--- src/rtl/stopwatch_ctrl_if.sv ---
// rtl/stopwatch_ctrl_if.sv - button/tick inputs and datapath command outputs of stopwatch_ctrl
interface stopwatch_ctrl_if;
   logic       tick_100hz;
   logic       start_p;
   logic       stop_p;
   logic       clear_p;
   logic       set_min_p;
   logic       set_hour_p;
   logic       countdown_mode;
   logic       zero_flag;
   logic       count_en;
   logic       count_dir;
   logic       clear_o;
   logic       inc_min;
   logic       inc_hour;
   logic [2:0] state;
   logic       alarm;
   logic       blink;

   modport master (
      output tick_100hz, start_p, stop_p, clear_p, set_min_p, set_hour_p,
      output countdown_mode, zero_flag,
      input  count_en, count_dir, clear_o, inc_min, inc_hour, state, alarm, blink
   );

   modport slave (
      input  tick_100hz, start_p, stop_p, clear_p, set_min_p, set_hour_p,
      input  countdown_mode, zero_flag,
      output count_en, count_dir, clear_o, inc_min, inc_hour, state, alarm, blink
   );
endinterface

--- src/rtl/stopwatch_ctrl.sv ---
// rtl/stopwatch_ctrl.sv - stopwatch control FSM: run/pause/alarm sequencing, registered datapath strobes
module stopwatch_ctrl #(
   parameter int ALARM_TICKS = 300,
   parameter int BLINK_TICKS = 25
) (
   input  logic            clk,
   input  logic            rst_n,
   stopwatch_ctrl_if.slave sw
);
   localparam int              BW        = $clog2(BLINK_TICKS + 1);
   localparam logic [8:0]      ALARM_LIM = 9'(ALARM_TICKS);
   localparam logic [BW-1:0]   BLINK_LIM = BW'(BLINK_TICKS);

   typedef enum logic [2:0] {
      ST_IDLE  = 3'd0,
      ST_RUN   = 3'd1,
      ST_PAUSE = 3'd2,
      ST_ALARM = 3'd3
   } state_t;

   state_t        state_q, state_n;
   logic          count_en_q, count_en_n;
   logic          dir_q, dir_n;
   logic          clear_q, clear_n;
   logic          imin_q, imin_n;
   logic          ihour_q, ihour_n;
   logic          alarm_q, alarm_n;
   logic          blink_q, blink_n;
   logic [8:0]    acnt_q, acnt_n;
   logic [BW-1:0] bcnt_q, bcnt_n;
   logic          do_stop, do_start, do_hour, do_min, any_btn;

   // Priority-resolved pulses; clear is handled ahead of everything else below.
   always_comb begin
      do_stop  = sw.stop_p & ~sw.clear_p;
      do_start = sw.start_p & ~sw.stop_p & ~sw.clear_p;
      do_hour  = sw.set_hour_p & ~sw.start_p & ~sw.stop_p & ~sw.clear_p;
      do_min   = sw.set_min_p & ~sw.set_hour_p & ~sw.start_p & ~sw.stop_p & ~sw.clear_p;
      any_btn  = sw.start_p | sw.stop_p | sw.set_min_p | sw.set_hour_p;
   end

   always_comb begin
      state_n    = state_q;
      count_en_n = 1'b0;
      dir_n      = dir_q;
      clear_n    = 1'b0;
      imin_n     = 1'b0;
      ihour_n    = 1'b0;
      acnt_n     = acnt_q;
      bcnt_n     = bcnt_q;
      blink_n    = blink_q;
      if (sw.clear_p) begin
         state_n = ST_IDLE;
         clear_n = 1'b1;
         acnt_n  = '0;
         bcnt_n  = '0;
         blink_n = 1'b0;
      end else begin
         case (state_q)
            ST_IDLE, ST_PAUSE: begin
               if (do_start) begin
                  // A countdown from zero would alarm immediately, so refuse it.
                  if (!(sw.countdown_mode && sw.zero_flag)) begin
                     state_n = ST_RUN;
                     dir_n   = sw.countdown_mode;
                  end
               end else if (do_hour) begin
                  ihour_n = 1'b1;
               end else if (do_min) begin
                  imin_n = 1'b1;
               end
            end
            ST_RUN: begin
               if (do_stop || (sw.countdown_mode != dir_q)) begin
                  state_n = ST_PAUSE;
               end else if (sw.tick_100hz) begin
                  if (dir_q && sw.zero_flag) begin
                     state_n = ST_ALARM;
                     acnt_n  = '0;
                     bcnt_n  = '0;
                     blink_n = 1'b1;
                  end else begin
                     count_en_n = 1'b1;
                  end
               end
            end
            ST_ALARM: begin
               if (any_btn || (sw.tick_100hz && (acnt_q + 9'd1 == ALARM_LIM))) begin
                  state_n = ST_IDLE;
                  acnt_n  = '0;
                  bcnt_n  = '0;
                  blink_n = 1'b0;
               end else if (sw.tick_100hz) begin
                  acnt_n = acnt_q + 9'd1;
                  if (bcnt_q + 1'b1 == BLINK_LIM) begin
                     bcnt_n  = '0;
                     blink_n = ~blink_q;
                  end else begin
                     bcnt_n = bcnt_q + 1'b1;
                  end
               end
            end
            default: begin
               state_n = ST_IDLE;
               acnt_n  = '0;
               bcnt_n  = '0;
               blink_n = 1'b0;
            end
         endcase
      end
      alarm_n = (state_n == ST_ALARM);
      blink_n = blink_n & alarm_n;
   end

   always_ff @(posedge clk or negedge rst_n) begin
      if (!rst_n) begin
         state_q    <= ST_IDLE;
         count_en_q <= 1'b0;
         dir_q      <= 1'b0;
         clear_q    <= 1'b0;
         imin_q     <= 1'b0;
         ihour_q    <= 1'b0;
         alarm_q    <= 1'b0;
         blink_q    <= 1'b0;
         acnt_q     <= '0;
         bcnt_q     <= '0;
      end else begin
         state_q    <= state_n;
         count_en_q <= count_en_n;
         dir_q      <= dir_n;
         clear_q    <= clear_n;
         imin_q     <= imin_n;
         ihour_q    <= ihour_n;
         alarm_q    <= alarm_n;
         blink_q    <= blink_n;
         acnt_q     <= acnt_n;
         bcnt_q     <= bcnt_n;
      end
   end

   assign sw.state     = state_q;
   assign sw.count_en  = count_en_q;
   assign sw.count_dir = dir_q;
   assign sw.clear_o   = clear_q;
   assign sw.inc_min   = imin_q;
   assign sw.inc_hour  = ihour_q;
   assign sw.alarm     = alarm_q;
   assign sw.blink     = blink_q;
endmodule

--- src/flat_wrapper.sv ---
// flat-port wrapper written by rule: the top's interface ports become plain ports
module stopwatch_ctrl_flat 
#(
   parameter int ALARM_TICKS = 300,
   parameter int BLINK_TICKS = 25
)
  (clk, rst_n, sw_tick_100hz, sw_start_p, sw_stop_p, sw_clear_p, sw_set_min_p, sw_set_hour_p, sw_countdown_mode, sw_zero_flag, sw_count_en, sw_count_dir, sw_clear_o, sw_inc_min, sw_inc_hour, sw_state, sw_alarm, sw_blink);
  stopwatch_ctrl_if sw_i ();
  input  logic clk;
  input  logic rst_n;
  input wire logic [$bits(sw_i.tick_100hz)-1:0] sw_tick_100hz;
  input wire logic [$bits(sw_i.start_p)-1:0] sw_start_p;
  input wire logic [$bits(sw_i.stop_p)-1:0] sw_stop_p;
  input wire logic [$bits(sw_i.clear_p)-1:0] sw_clear_p;
  input wire logic [$bits(sw_i.set_min_p)-1:0] sw_set_min_p;
  input wire logic [$bits(sw_i.set_hour_p)-1:0] sw_set_hour_p;
  input wire logic [$bits(sw_i.countdown_mode)-1:0] sw_countdown_mode;
  input wire logic [$bits(sw_i.zero_flag)-1:0] sw_zero_flag;
  output wire logic [$bits(sw_i.count_en)-1:0] sw_count_en;
  output wire logic [$bits(sw_i.count_dir)-1:0] sw_count_dir;
  output wire logic [$bits(sw_i.clear_o)-1:0] sw_clear_o;
  output wire logic [$bits(sw_i.inc_min)-1:0] sw_inc_min;
  output wire logic [$bits(sw_i.inc_hour)-1:0] sw_inc_hour;
  output wire logic [$bits(sw_i.state)-1:0] sw_state;
  output wire logic [$bits(sw_i.alarm)-1:0] sw_alarm;
  output wire logic [$bits(sw_i.blink)-1:0] sw_blink;
  assign sw_i.tick_100hz = sw_tick_100hz;
  assign sw_i.start_p = sw_start_p;
  assign sw_i.stop_p = sw_stop_p;
  assign sw_i.clear_p = sw_clear_p;
  assign sw_i.set_min_p = sw_set_min_p;
  assign sw_i.set_hour_p = sw_set_hour_p;
  assign sw_i.countdown_mode = sw_countdown_mode;
  assign sw_i.zero_flag = sw_zero_flag;
  assign sw_count_en = sw_i.count_en;
  assign sw_count_dir = sw_i.count_dir;
  assign sw_clear_o = sw_i.clear_o;
  assign sw_inc_min = sw_i.inc_min;
  assign sw_inc_hour = sw_i.inc_hour;
  assign sw_state = sw_i.state;
  assign sw_alarm = sw_i.alarm;
  assign sw_blink = sw_i.blink;
  stopwatch_ctrl #(.ALARM_TICKS(ALARM_TICKS), .BLINK_TICKS(BLINK_TICKS)) u_core (.clk(clk), .rst_n(rst_n), .sw(sw_i));
endmodule
--- config.mk ---
export PLATFORM = sky130hd
export DESIGN_NAME = stopwatch_ctrl_flat
export DESIGN_NICKNAME = d
export VERILOG_FILES = /design/src/rtl/stopwatch_ctrl_if.sv /design/src/rtl/stopwatch_ctrl.sv /design/src/flat_wrapper.sv
export SDC_FILE = /design/constraint.sdc
export NUM_CORES = 1
export LEC_CHECK = 0
export CORE_MARGIN = 8
export CORE_UTILIZATION = 45
export DETAILED_ROUTE_END_ITERATION = 8
export PLACE_DENSITY_LB_ADDON = 0.08
export REMOVE_ABC_BUFFERS = 1
export SLEW_MARGIN = 20
export SYNTH_ARGS = -nofsm -noshare
export SYNTH_HDL_FRONTEND = slang
export SYNTH_SLANG_ARGS = --single-unit
--- constraint.sdc ---
create_clock -name clk -period 2.99 [get_ports clk]
set_input_delay 0.4485 -clock clk [delete_from_list [all_inputs] [get_ports clk]]
set_output_delay 0.4485 -clock clk [all_outputs]
set_load 0.005 [all_outputs]
## Word-level counts from Yosys, hierarchy flattened

Index checks and enable logic that the tools add are counted.

- Flip-flop bits (word level): 24
- Bits of input ports: 10
- Output and inout bits: 10

- Add/sub/neg operators: 2
- Equal/unequal tests: 12
- Mux-type cells: 46
- Bitwise logic cells: 20
- Reductions and logical operators: 9

Operators by type and width:

| operator | number |
|---|---|
| 2-to-1 mux 9 bit | 6 |
| 2-to-1 mux 5 bit | 7 |
| one-hot mux 9 bit (3 select lines) | 1 |
| 2-to-1 mux 1 bit | 22 |
| 2-to-1 mux 3 bit | 7 |
| one-hot mux 5 bit (3 select lines) | 1 |
| AND 1 bit | 11 |
| adder 9 x 1 -> 9 bit, second input constant | 1 |
| equality test 3 x 2 -> 1 bit, second input constant | 3 |
| equality test 9 bit, second input constant | 1 |
| one-hot mux 3 bit (3 select lines) | 1 |
| inequality test 3 bit, second input constant | 2 |
| inverter 1 bit | 6 |
| adder 5 x 1 -> 5 bit, second input constant | 1 |
| equality test 5 bit, second input constant | 1 |
| AND reduction 5 bit | 1 |
| inequality test 4 x 3 -> 1 bit, second input constant | 1 |
| AND reduction 4 bit | 1 |
| equality test 3 x 1 -> 1 bit, second input constant | 1 |
| logical AND 1 bit | 3 |
| zero test 3 bit | 1 |
| inequality test 3 x 2 -> 1 bit, second input constant | 1 |
| bitwise OR 1 bit | 3 |
| one-hot mux 1 bit (3 select lines) | 1 |
| other kinds (4) | 5 |

## Logic depth before layout (Yosys ltp)

Gate-level depths: netlist (run 1).

- Word-level depth: 10
- Mapped depth: 7

## Least setup slack after synthesis (run 1)

No wires, ideal clock.

- Path kind: input to register
- Start: input port sw_set_min_p
- End: register u_core.acnt_q[6]
- Arrival: 1.807 ns
- Slack: 1.118 ns
- Stages on the path: 6
- Path buffers: 0
- Cell sequence: or4_4 > nor3_4 > nand2_1 > o22a_4 > nor3_2 > a211o_1

- Longest elaborated chain between the ends: 6
- Elaborated cells on any way between the ends: 8
- Those cells by class: eq/ne: 1; mux: 3; bitwise: 2; reduce/logical: 2

RTL lines:

| item | line | RTL |
|---|---|---|
| start, declared | flat_wrapper.sv:15 | `input wire logic [$bits(sw_i.set_min_p)-1:0] sw_set_min_p;` |
| bitwise OR 1 bit (*) (2 in series) | stopwatch_ctrl.sv:39 | `any_btn = sw.start_p \| sw.stop_p \| sw.set_min_p \| sw.set_hour_p;` |
| logical OR 1 bit (*) | stopwatch_ctrl.sv:88 | `if (any_btn \|\| (sw.tick_100hz && (acnt_q + 9'd1 == ALARM_LIM))) begin` |
| 2-to-1 mux 9 bit | stopwatch_ctrl.sv:88 |  |
| one-hot mux 9 bit (3 select lines) | stopwatch_ctrl.sv:59 | `case (state_q)` |
| 2-to-1 mux 9 bit | stopwatch_ctrl.sv:52 | `if (sw.clear_p) begin` |
| end signal, assigned | stopwatch_ctrl.sv:136 | `acnt_q <= acnt_n;` |
| end, declared | stopwatch_ctrl.sv:29 | `logic [8:0] acnt_q, acnt_n;` |

Mark *: on every way between the ends. The rest lies on a longest branch, timed or not.
A chain may end at the register's enable or synchronous reset.

## Worst setup path after layout (run 1)

- Start: input port sw_set_hour_p
- End: register u_core.acnt_q[8]

- Longest elaborated chain between the ends: 5
- Elaborated cells on any way between the ends: 7
- Those cells by class: eq/ne: 1; mux: 3; bitwise: 1; reduce/logical: 2

RTL lines:

| item | line | RTL |
|---|---|---|
| start, declared | flat_wrapper.sv:16 | `input wire logic [$bits(sw_i.set_hour_p)-1:0] sw_set_hour_p;` |
| bitwise OR 1 bit (*) | stopwatch_ctrl.sv:39 |  |
| logical OR 1 bit (*) | stopwatch_ctrl.sv:88 |  |
| 2-to-1 mux 9 bit | stopwatch_ctrl.sv:88 |  |
| one-hot mux 9 bit (3 select lines) | stopwatch_ctrl.sv:59 |  |
| 2-to-1 mux 9 bit | stopwatch_ctrl.sv:52 |  |

Marks and branches as above.

==> impl_metrics.tcl, run 1 <==
set metrics [dict create \
    status "finished, final reports clean" \
    ys.flop_type "dfrtp_1" \
    synth_top_area_share_pct 38.9 \
    drc_errors 0 \
    critical_path_class "in -> reg" \
    ctsResizeCount 0 \
    min_path_type "in -> async" \
    clock.fmax_mhz 476 \
    cts_max_level 1 \
    via_count 1357 \
    wirelength_mm 3.54 \
    drt-initial-drc-count 60 \
    grt_overflow 0 \
    clock_latency_ns 0.31 \
    fin_crit_sh_pct 70.2 \
    grt_pass1_wl_mm 5.98 \
    placed_area_mm2 0.00180 \
    root_buffer "clkbuf_4" \
    pre_cts_slack_ns 0.554 \
    synth_common_cells "24 x dfrtp_1, 24 x nand2_1, 14 x a21oi_1" \
    antenna_cells 0 \
    synth_area_leaders "dfrtp_1 39%, nand2_1 5.8%, a21oi_1 4.5%, ha_1 3.2%, nor2_1 2.7%" \
    r2r_cells 7 \
    tns_ns 0 \
    fin_nets 207 \
    wl_per_cell_um 14.9 \
    setup_viol 0 \
    power_density_mw_per_mm2 318 \
    synth-edff-count 0 \
    antenna_found_initial 0 \
    ys_seq_elements 24 \
    avgSynthCellArea_um2 9.04 \
    cp-start-kind "input pin" \
    grtUsageTotal_pct 13.5 \
    hold_ws_ns 0.477 \
    via_per_inst 5.70 \
    yosysSeqAreaShare_pct 38.9 \
    async_reset_ff_share_pct 100 \
    syn_area_mm2 0.00155 \
    setup_ws_ns 0.890 \
    final_layout_size_suffix_gt1_share_pct 9.90 \
    slew_viol_final 0 \
    finClkSkew_ns 0.0110 \
    fillers 306 \
    ioPinCount 20 \
    period_needed_ns 2.10 \
    gp_congestion 0.874 \
    critical_path.startpoint "sw_set_hour_p" \
    die-area_mm2 0.00557 \
    power.leakage_nw 0.767 \
    critical_path.max_fanout 7 \
    post-cts-setup-buffers 0 \
    yosysWarnings 0 \
    cts.path.max_buffers 2 \
    area_growth_syn_to_layout_pct 18.5 \
    yosysTopAreaCell "dfrtp_1" \
    grt_max_degree 25 \
    dp.cells 234 \
    io_buffers 19 \
    required_ns 3.25 \
    fin_cells 238 \
    final_util_pct 55.3 \
    drtAntennaViolNets 0 \
    synth_cells 171 \
    fp-row-count 21 \
    regToRegStartpoint "u_core.acnt_q[0]" \
    start_util_pct 46.7 \
    ys_types 52 \
    die_height_um 74.6 \
    cts.sinks 24 \
    ir_worst_vdd_uv 168 \
    fp.dieW_um 74.6 \
    core_area_mm2 0.00331 \
    rsz0062_at_grt "false" \
    worstPathArrival_ns 2.36 \
    grt_pass1_vias 1282 \
    place_hpwl_mm 2.61 \
    worst_setup_path_end_kind "flip-flop" \
    clk_pin_slew_ns 0.14 \
    cts_tree "yes" \
    final_area_mm2 0.00183 \
    timing.final.hold_violations 0 \
    cts_hold_buf 0 \
    power_uw 582 \
    drtPass1Iterations 4 \
    maxCapViolCount 0 \
    cts_buffers 3 \
]
[flip-flops by register name (all words and copies together), names as in the netlist]
register             count
u_core.sw.count_dir      1
u_core.sw.blink          1
u_core.sw.count_en       1
u_core.acnt_q            9
u_core.bcnt_q            5
u_core.sw.alarm          1
u_core.sw.state          3
u_core.sw.inc_hour       1
u_core.sw.clear_o        1
u_core.sw.inc_min        1
[critical path, stage by stage]
cell             delay (ns)
clkdlybuf4s50_1        0.43
or4_4                  0.53
nor3_4                 0.22
inv_2                  0.09
o32ai_4                0.41
nand3_1                0.14
nand3_1                0.10
[layer usage]
layer	global-route usage, %	wire (µm)	share of wire, %
met5	0	0	0
met4	3.91	0	0
met3	3.23	243	6.9
met2	22.6	1680	47
met1	16.7	1620	46
[report_power, final]
group | internal [mW] | total (mW) | switching (mW)
logic | 0.0359 | 0.0707 | 0.0349
registers | 0.330 | 0.339 | 0.00931
clock network | 0.0743 | 0.172 | 0.0980
total | 0.440 | 0.582 | 0.142
[final timing paths]
| kind | end | slack (ns) |
|---|---|---|
| worst max-delay path | u_core.acnt_q[8] | 0.89 |
| worst max register to register | u_core.acnt_q[5] | 0.96 |
| worst min register to register | u_core.acnt_q[8] | 0.55 |
| worst min-delay path | u_core.sw.state[1] | 0.48 |
| min in group clk | u_core.acnt_q[8] | 0.55 |
| max in group asynchronous | u_core.acnt_q[2] | 2.26 |
[cell families after synthesis]
family          Yosys count  synth area share (%)
buf+inv                   9                  2.27
compound gates           50                  24.0
flops                    24                  38.9
xor+xnor                  5                  2.83
other cells               1                 0.243
fa+ha+maj                 4                  3.24
simple gates             78                  28.6
[cell type report]
type / instances / area, µm² / area share [%]
multi-input cells: 138 / 910 / 49.7
well taps: 46 / 57.6 / 3.14
flip-flops and latches: 24 / 601 / 32.8
inverters: 4 / 15.0 / 0.820
repair buffers: 22 / 213 / 11.6
clock buffers: 4 / 36.3 / 1.98
[layout by cell type (no fill, tap or decap), types with 3 or more instances in the layout]
master,instances
dfrtp_1,24
and3_1,5
inv_1,3
nand4_1,4
nor2_1,11
a22o_1,4
nand3_1,7
nand2_1,24
ha_1,4
nand2b_1,3
buf_4,3
clkbuf_4,3
o31ai_1,3
a211o_1,3
a21oi_1,14
o21ai_0,6
clkdlybuf4s50_1,19
xnor2_1,3
a211oi_1,3
nand4b_1,3
a31oi_1,4
Note: power is estimated with default switching activity, not from simulation.
==> run 2, diff against run 1 <==
- clock period: 2.99 -> 2.1 ns (I/O delays scaled with it)
==> impl_metrics.tcl, run 2 (same netlist as run 1, synthesis figures left out) <==
set metrics [dict create \
    root_buffer "clkbuf_4" \
    fin_cells 251 \
    power_uw 800 \
    drc_errors 0 \
    start_util_pct 46.7 \
    drtAntennaViolNets 0 \
    cts_max_level 1 \
    wirelength_mm 3.58 \
    gp_congestion 0.907 \
    dp.cells 248 \
    cts_hold_buf 0 \
    grt_max_degree 25 \
    worstPathArrival_ns 2.23 \
    final_util_pct 58.5 \
    clock_latency_ns 0.31 \
    cts.sinks 24 \
    final_layout_size_suffix_gt1_share_pct 16.1 \
    via_count 1384 \
    worst_setup_path_end_kind "flip-flop" \
    drt-initial-drc-count 61 \
    setup_viol 0 \
    final_area_mm2 0.00194 \
    drtPass1Iterations 4 \
    cts.path.max_buffers 2 \
    period_needed_ns 1.97 \
    antenna_cells 0 \
    cp-start-kind "input pin" \
    place_hpwl_mm 2.75 \
    cts_tree "yes" \
    cts_buffers 3 \
    io_buffers 19 \
    grt_pass1_vias 1299 \
    required_ns 2.35 \
    wl_per_cell_um 14.3 \
    power_density_mw_per_mm2 413 \
    status "finished, final reports clean" \
    fp-row-count 21 \
    clock.fmax_mhz 507 \
    die_height_um 74.6 \
    fin_crit_sh_pct 94.0 \
    via_per_inst 5.51 \
    final_cell_mix "24 x nand2_1, 23 x dfrtp_1, 19 x clkdlybuf4s50_1, 16 x buf_4, 14 x a21oi_1" \
    fin_nets 221 \
    power.leakage_nw 0.831 \
    min_path_type "in -> async" \
    rsz0062_at_grt "false" \
    fillers 303 \
    top_register "u_core.acnt_q" \
    critical_path.max_fanout 5 \
    grtUsageTotal_pct 13.8 \
    setup_ws_ns 0.126 \
    fp.dieW_um 74.6 \
    pre_cts_slack_ns -0.210 \
    grt_pass1_wl_mm 6.06 \
    clk_pin_slew_ns 0.13 \
    area_growth_syn_to_layout_pct 25.3 \
    hold_ws_ns 0.354 \
    final_common_cell "nand2_1" \
    finClkSkew_ns 0.00598 \
    core_area_mm2 0.00331 \
    antenna_found_initial 0 \
    ioPinCount 20 \
    placed_area_mm2 0.00191 \
    die-area_mm2 0.00557 \
    slew_viol_final 0 \
    ir_worst_vdd_uv 207 \
    maxCapViolCount 0 \
    largest_reg_flops 9 \
    critical_path_class "in -> reg" \
    tns_ns 0 \
    timing.final.hold_violations 0 \
    grt_overflow 0 \
]
run 2: cell count changes in the layout (fill, tap and decap cells not counted), sizes merged:
cell    change
buf        +14
clkbuf      -1
run 2: worst max-delay path, stage by stage:
cell and delay (ns):
clkdlybuf4s50_1 0.43, or4_4 0.55, nor3_4 0.21, nand2_1 0.17, o22a_4 0.28, nor3_2 0.16, a211o_1 0.11
run 2: final timing paths:
check	slack, ns	to	cells past startpoint	from
worst max-delay path	0.13	u_core.bcnt_q[2]	7	sw_set_min_p
worst min-delay path	0.35	u_core.sw.state[2]	2	rst_n
worst max register to register	0.19	u_core.acnt_q[5]	7	u_core.acnt_q[1]
worst min register to register	0.56	u_core.acnt_q[0]	1	u_core.acnt_q[0]
max in group asynchronous	1.50	u_core.acnt_q[0]	2	rst_n
min in group clk	0.56	u_core.acnt_q[0]	1	u_core.acnt_q[0]
run 2: power by group:
part | internal [mW] | total (mW) | switching, mW
logic | 0.0675 | 0.122 | 0.0542
clock network | 0.0670 | 0.198 | 0.131
registers | 0.469 | 0.480 | 0.0110
run 2: cell type report:
class	count	area, µm²	area share (%)
Inverter	4	15.0	0.775
Clock buffer	3	22.5	1.16
Multi-Input combinational cell	138	910	47.0
Tap cell	46	57.6	2.97
Timing Repair Buffer	36	330	17.1
Sequential cell	24	602	31.1
run 2: metal layers:
layer	global-route usage (%)	up-vias	share of wire (%)
met5	0	-	0
met4	3.48	0	0.56
met3	2.83	2	5.9
met2	22.8	32	47
met1	17.7	647	47
li1	-	703	-
run 2: timing repair:
item,in CTS,in global routing
setup endpoints to repair,0,3
buffers inserted,0,0
gates resized for setup,0,2
